--- src/rtl/gold_code_gen_mc.sv ---
// Multi-channel Gold code generator.
// One shared LFSR A is XORed with NUM_CH individually seeded LFSR B instances.
// The channels share a chip counter, so the codes stay chip-aligned on a
// common epoch. Seeds are written over a valid/ready port while the FSM is idle.
// Optional feature macro: GOLD_PERIOD_CHECK_EN enables a sticky check that
// LFSR A is all-ones exactly at chip 0.
module gold_code_gen_mc #(
  parameter int                N        = 63,
  parameter int                LENGTH   = $clog2(N + 1),
  parameter logic [LENGTH-1:0] POLY_A   = 6'b100001,
  parameter logic [LENGTH-1:0] POLY_B   = 6'b110011,
  parameter int                NUM_CH   = 4,
  parameter int                CHIP_DIV = 1,
  localparam int               CW       = (NUM_CH > 1) ? $clog2(NUM_CH) : 1,
  localparam int               DW       = (CHIP_DIV > 1) ? $clog2(CHIP_DIV) : 1
) (
  input  logic              clkin,
  input  logic              rstn,
  input  logic              cfg_valid_i,
  output logic              cfg_ready_o,
  input  logic [CW-1:0]     cfg_ch_i,
  input  logic [LENGTH-1:0] cfg_seed_i,
  input  logic              start_i,
  input  logic              stop_i,
  output logic [NUM_CH-1:0] code_gold_o,
  output logic              code_valid_o,
  output logic              epoch_o,
  output logic [LENGTH-1:0] chip_idx_o,
  output logic              err_o
);

  typedef enum logic [1:0] {S_IDLE, S_ARM, S_RUN} state_e;

  localparam logic [LENGTH-1:0] ONES = '1;

  // One Fibonacci step: shift toward MSB, parity of tapped bits enters bit 0.
  function automatic logic [LENGTH-1:0] lfsr_step(input logic [LENGTH-1:0] s,
                                                  input logic [LENGTH-1:0] p);
    return {s[LENGTH-2:0], ^(s & p)};
  endfunction

  state_e            state_q;
  logic [LENGTH-1:0] a_q;
  logic [LENGTH-1:0] cnt_q;      // index of the next chip to emit
  logic [DW-1:0]     div_q;
  logic              stop_pend_q;
  logic [LENGTH-1:0] seed_q [NUM_CH];
  logic [LENGTH-1:0] b_q    [NUM_CH];
  logic [NUM_CH-1:0] gold_arm_d;
  logic [NUM_CH-1:0] gold_tick_d;

  logic cfg_wr;
  logic tick;
  logic arm;
  logic run_tick;
  logic stop_req;

  assign cfg_wr   = cfg_valid_i & cfg_ready_o;
  assign tick     = (div_q == DW'(CHIP_DIV - 1));
  assign arm      = (state_q == S_ARM);
  assign run_tick = (state_q == S_RUN) && tick;
  assign stop_req = stop_i | stop_pend_q;

  generate
    for (genvar gi = 0; gi < NUM_CH; gi++) begin : g_ch
      // Seed store: a zero seed would lock the LFSR, so it is stored as 1.
      // Channel numbers past NUM_CH match no entry and are silently dropped.
      always_ff @(posedge clkin or negedge rstn) begin
        if (!rstn) begin
          seed_q[gi] <= ONES;
        end else if (cfg_wr && (cfg_ch_i == CW'(gi))) begin
          seed_q[gi] <= (cfg_seed_i == '0) ? LENGTH'(1) : cfg_seed_i;
        end
      end

      // LFSR B: chip 0 is emitted straight from the seed on ARM, so load it pre-stepped.
      always_ff @(posedge clkin or negedge rstn) begin
        if (!rstn) begin
          b_q[gi] <= ONES;
        end else if (arm) begin
          b_q[gi] <= lfsr_step(seed_q[gi], POLY_B);
        end else if (run_tick) begin
          b_q[gi] <= lfsr_step(b_q[gi], POLY_B);
        end
      end

      // A starts all-ones, so chip 0 is simply the inverted seed MSB.
      assign gold_arm_d[gi]  = ~seed_q[gi][LENGTH-1];
      assign gold_tick_d[gi] = a_q[LENGTH-1] ^ b_q[gi][LENGTH-1];
    end
  endgenerate

  // Control FSM with registered outputs; also owns LFSR A, chip counter and divider.
  always_ff @(posedge clkin or negedge rstn) begin
    if (!rstn) begin
      state_q      <= S_IDLE;
      cfg_ready_o  <= 1'b1;
      code_gold_o  <= '0;
      code_valid_o <= 1'b0;
      epoch_o      <= 1'b0;
      chip_idx_o   <= '0;
      a_q          <= ONES;
      cnt_q        <= '0;
      div_q        <= '0;
      stop_pend_q  <= 1'b0;
    end else begin
      case (state_q)
        S_IDLE: begin
          code_gold_o  <= '0;
          code_valid_o <= 1'b0;
          epoch_o      <= 1'b0;
          chip_idx_o   <= '0;
          stop_pend_q  <= 1'b0;
          cfg_ready_o  <= 1'b1;
          if (start_i) begin
            state_q     <= S_ARM;
            cfg_ready_o <= 1'b0;
          end
        end
        S_ARM: begin
          // Emit chip 0 here so the first valid lands two cycles after start.
          a_q          <= lfsr_step(ONES, POLY_A);
          code_gold_o  <= gold_arm_d;
          code_valid_o <= 1'b1;
          epoch_o      <= 1'b1;
          chip_idx_o   <= '0;
          cnt_q        <= (N > 1) ? LENGTH'(1) : '0;
          div_q        <= '0;
          stop_pend_q  <= 1'b0;
          state_q      <= S_RUN;
        end
        S_RUN: begin
          code_valid_o <= 1'b0;
          epoch_o      <= 1'b0;
          if (tick) begin
            a_q          <= lfsr_step(a_q, POLY_A);
            code_gold_o  <= gold_tick_d;
            code_valid_o <= 1'b1;
            epoch_o      <= (cnt_q == '0);
            chip_idx_o   <= cnt_q;
            cnt_q        <= (cnt_q == LENGTH'(N - 1)) ? '0 : cnt_q + LENGTH'(1);
            div_q        <= '0;
            if (stop_req) begin
              // This chip still goes out; the idle state clears outputs next cycle.
              state_q     <= S_IDLE;
              cfg_ready_o <= 1'b1;
              stop_pend_q <= 1'b0;
            end
          end else begin
            div_q <= div_q + DW'(1);
            if (stop_i) stop_pend_q <= 1'b1;
          end
        end
        default: begin
          state_q     <= S_IDLE;
          cfg_ready_o <= 1'b1;
        end
      endcase
    end
  end

`ifdef GOLD_PERIOD_CHECK_EN
  // LFSR A must be all-ones exactly when chip 0 is about to be emitted.
  always_ff @(posedge clkin or negedge rstn) begin
    if (!rstn) begin
      err_o <= 1'b0;
    end else if (run_tick && ((cnt_q == '0) != (a_q == ONES))) begin
      err_o <= 1'b1;
    end
  end
`else
  assign err_o = 1'b0;
`endif

endmodule

--- config.mk ---
export PLATFORM = sky130hd
export DESIGN_NAME = gold_code_gen_mc
export DESIGN_NICKNAME = d
export VERILOG_FILES = /design/src/rtl/gold_code_gen_mc.sv
export SDC_FILE = /design/constraint.sdc
export NUM_CORES = 1
export LEC_CHECK = 0
export ABC_CLOCK_PERIOD_IN_PS = 2900
export CAP_MARGIN = 15
export CORE_MARGIN = 2
export CORE_UTILIZATION = 49
export CTS_CLUSTER_DIAMETER = 120
export DETAILED_ROUTE_END_ITERATION = 12
export GPL_TIMING_DRIVEN = 0
export PLACE_DENSITY = 0.69
export SETUP_SLACK_MARGIN = 0.2
export SLEW_MARGIN = 15
export SYNTH_ARGS = -nofsm -noshare
export SYNTH_HDL_FRONTEND = slang
export SYNTH_SLANG_ARGS = --single-unit
export TNS_END_PERCENT = 50
--- constraint.sdc ---
create_clock -name clkin -period 2.9 [get_ports clkin]
set_clock_uncertainty 0.15 [all_clocks]
set_input_delay 0.87 -clock clkin [delete_from_list [all_inputs] [get_ports clkin]]
set_output_delay 0.87 -clock clkin [all_outputs]
set_load 0.01 [all_outputs]
==> results.cfg <==
[outcome]
outcome = finished clean

[sta]
finalSetupTns_ps = 0
hold_slack_ps = 259
rsz0062_at_grt = no
min_period_ps = 2510
relSlewSlack_pct = 56.7
finalCritPeriodShare_pct = 86.5
slew_violations = 0
tightestPinTransition_ps = 643
fmax_mhz = 399
finalHoldViolCount = 0
setup_violations = 0

[clock_tree]
clkTransAtPathRegs_ps = 80
cts_tree = built
clkLatencyLatePin_ps = 350
cts.sinks = 75
post_cts_buffers = 0
post_cts_resized = 0
cts_root_buffer = clkbuf_8
cts_hold_buffers = 0
cts-buffers-inserted = 9
cts.path.max_buffers = 2
h-tree-depth = 3

[layout]
area_growth_pct = 16.8
multiInputGateArea_mm2 = 0.00160
nets = 384
regArea_mm2 = 0.00195
drive_above_1_share_pct = 29.9
fill_cells = 657
layout_common_cells = dfstp_2 (55), nand2_1 (34), a21oi_1 (31)
antennaDiodeCount = 0
final_common_cell = dfstp_2
final_core_util_pct = 59.0

[worst_setup_path]
crit_path_max_incr_delay_ps = 600
cp_data_arrival_time_ps = 1490
r2r_slack_ps = 900
cp_slowest_cell = dfstp_2
r2r_end = cnt_q[5]
crit_family = flip-flops
path_max_fanout = 6
crit_required_ps = 1880
critical_path.startpoint_type = register
path_buf_inv = 1
ff2ff_path_depth = 5
crit_type = reg2out
setup.worst_path.end_class = output port
cp_cell_sequence = clkdlybuf4s50_1
r2r_start = state_q[0]

[run]
max-cap-violations = 0

[place]
place_hpwl_um = 5250
place_congestion = 0.730
placement.io_buffers = 25

[grt]
overflow = 0
grt_max_degree = 55
grt_pass1_wl_um = 12500
grt_pass1_vias = 2458
grt_use_total_pct = 19.5
antenna_found_initial = 0

[pwr]
p_leak_nw = 1.75
power_mw = 5.03
peakVddDrop_uv = 493
p_per_area_mw_per_mm2 = 1180

[floorplan]
die_h_um = 90.5
core_mm2 = 0.00725
dieArea_mm2 = 0.00818
rows = 31
initial_utilization_pct = 50.5
die_w_um = 90.5
ios = 27

[synthesis]
synth-seq-cells = 75
async_flop_share_pct = 100
syn-num-nets = 347
synthDistinctLibCells = 41
synth_area_mm2 = 0.00366
synth_flop_cell = dfstp_2
synthCells = 326
yosysSeqAreaShare_pct = 53.1
synth_area_leaders = dfstp_2 (39%), dfrtp_1 (14%), mux2_2 (7.1%)
synth_top_area_share_pct = 39.5
yosys_warnings = 0
synth_edf_count = 0
avgSynthCellArea_um2 = 11.2
yosysTopAreaCell = dfstp_2

[drt]
drc_errors = 0
wl_met3_um = 255
firstDrtPassIters = 4
antenna_left = 0
wire_per_inst_um = 15.7
met2_length_um = 3580
vias = 2471
wirelength_um = 7350
viasPerCell = 5.29
wl_met1_um = 3380
drt-initial-drc-count = 109
highest_layer = met4

[min_path]
worstHoldPathType = in2async
where the power goes:
part	switching (mW)	internal, mW
registers	0.311	1.68
clock network	0.391	0.483
logic	1.14	1.03
total	1.84	3.19
sequential cells by signal, indices dropped and copies added, names as in the netlist:
name	flops
a_q	6
cnt_q	6
code_gold_o	4
chip_idx_o	6
seed_q	24
state_q	2
b_q	24
epoch_o	1
cfg_ready_o	1
code_valid_o	1
synth_stat cells (all sizes together), types with 3 or more instances:
cell type,number
dfrtp,20
xnor3,4
xnor2,4
dfstp,55
buf,11
nor2,24
o21ai,16
nor2b,10
o22a,5
clkbuf,4
xor2,12
mux2,23
inv,10
nand2b,4
a21oi,31
ha,8
nand2,35
mux2i,18
nand3,3
o211ai,4
final cells by class:
type | count | share of cell area, %
Sequential cell | 75 | 45.5
Tap cell | 99 | 2.90
Clock inverter | 7 | 2.16
Clock buffer | 9 | 2.90
Buffer | 15 | 1.90
Inverter | 10 | 0.877
Multi-Input combinational cell | 226 | 37.4
Timing Repair Buffer | 26 | 6.43
worst max-delay path by stage:
| stage | startpoint | endpoint | slack, ps | depth (start not counted) |
|---|---|---|---|---|
| 3_3_place_gp | rstn | cnt_q[1] | -1730 | 1 |
| 4_1_cts | cfg_ready_o | cfg_ready_o | 370 | 1 |
| 6_report | cfg_ready_o | cfg_ready_o | 390 | 1 |
| 2_1_floorplan | cfg_ch_i[1] | seed_q[19] | 1040 | 3 |
| 5_1_grt | cfg_ready_o | cfg_ready_o | 340 | 1 |
| 3_5_place_dp | cfg_ch_i[1] | seed_q[23] | 380 | 4 |
per-stage QoR:
step	instances	setup WS [ps]	instance area (um^2)
2_1_floorplan	326	1040	3660
3_3_place_gp	450	-1730	4040
3_5_place_dp	451	383	4060
4_1_cts	467	370	4280
5_1_grt	467	345	4280
6_report	467	392	4280
per-layer routing:
layer	global-route usage (%)	up-vias
met4	8.59	0
met2	31.5	52
met1	25.8	1201
li1	-	1206
met3	3.59	12
met5	0	-
cell families after synthesis:
group	after synthesis	synth area share, %
simple gates	87	11.3
flops	75	53.1
compound gates	69	11.2
mux	41	12.0
buf+inv	25	3.25
xor+xnor	20	6.29
fa+ha+maj	8	2.73
other cells	1	0.102
Note: power is estimated with default switching activity, not from simulation.
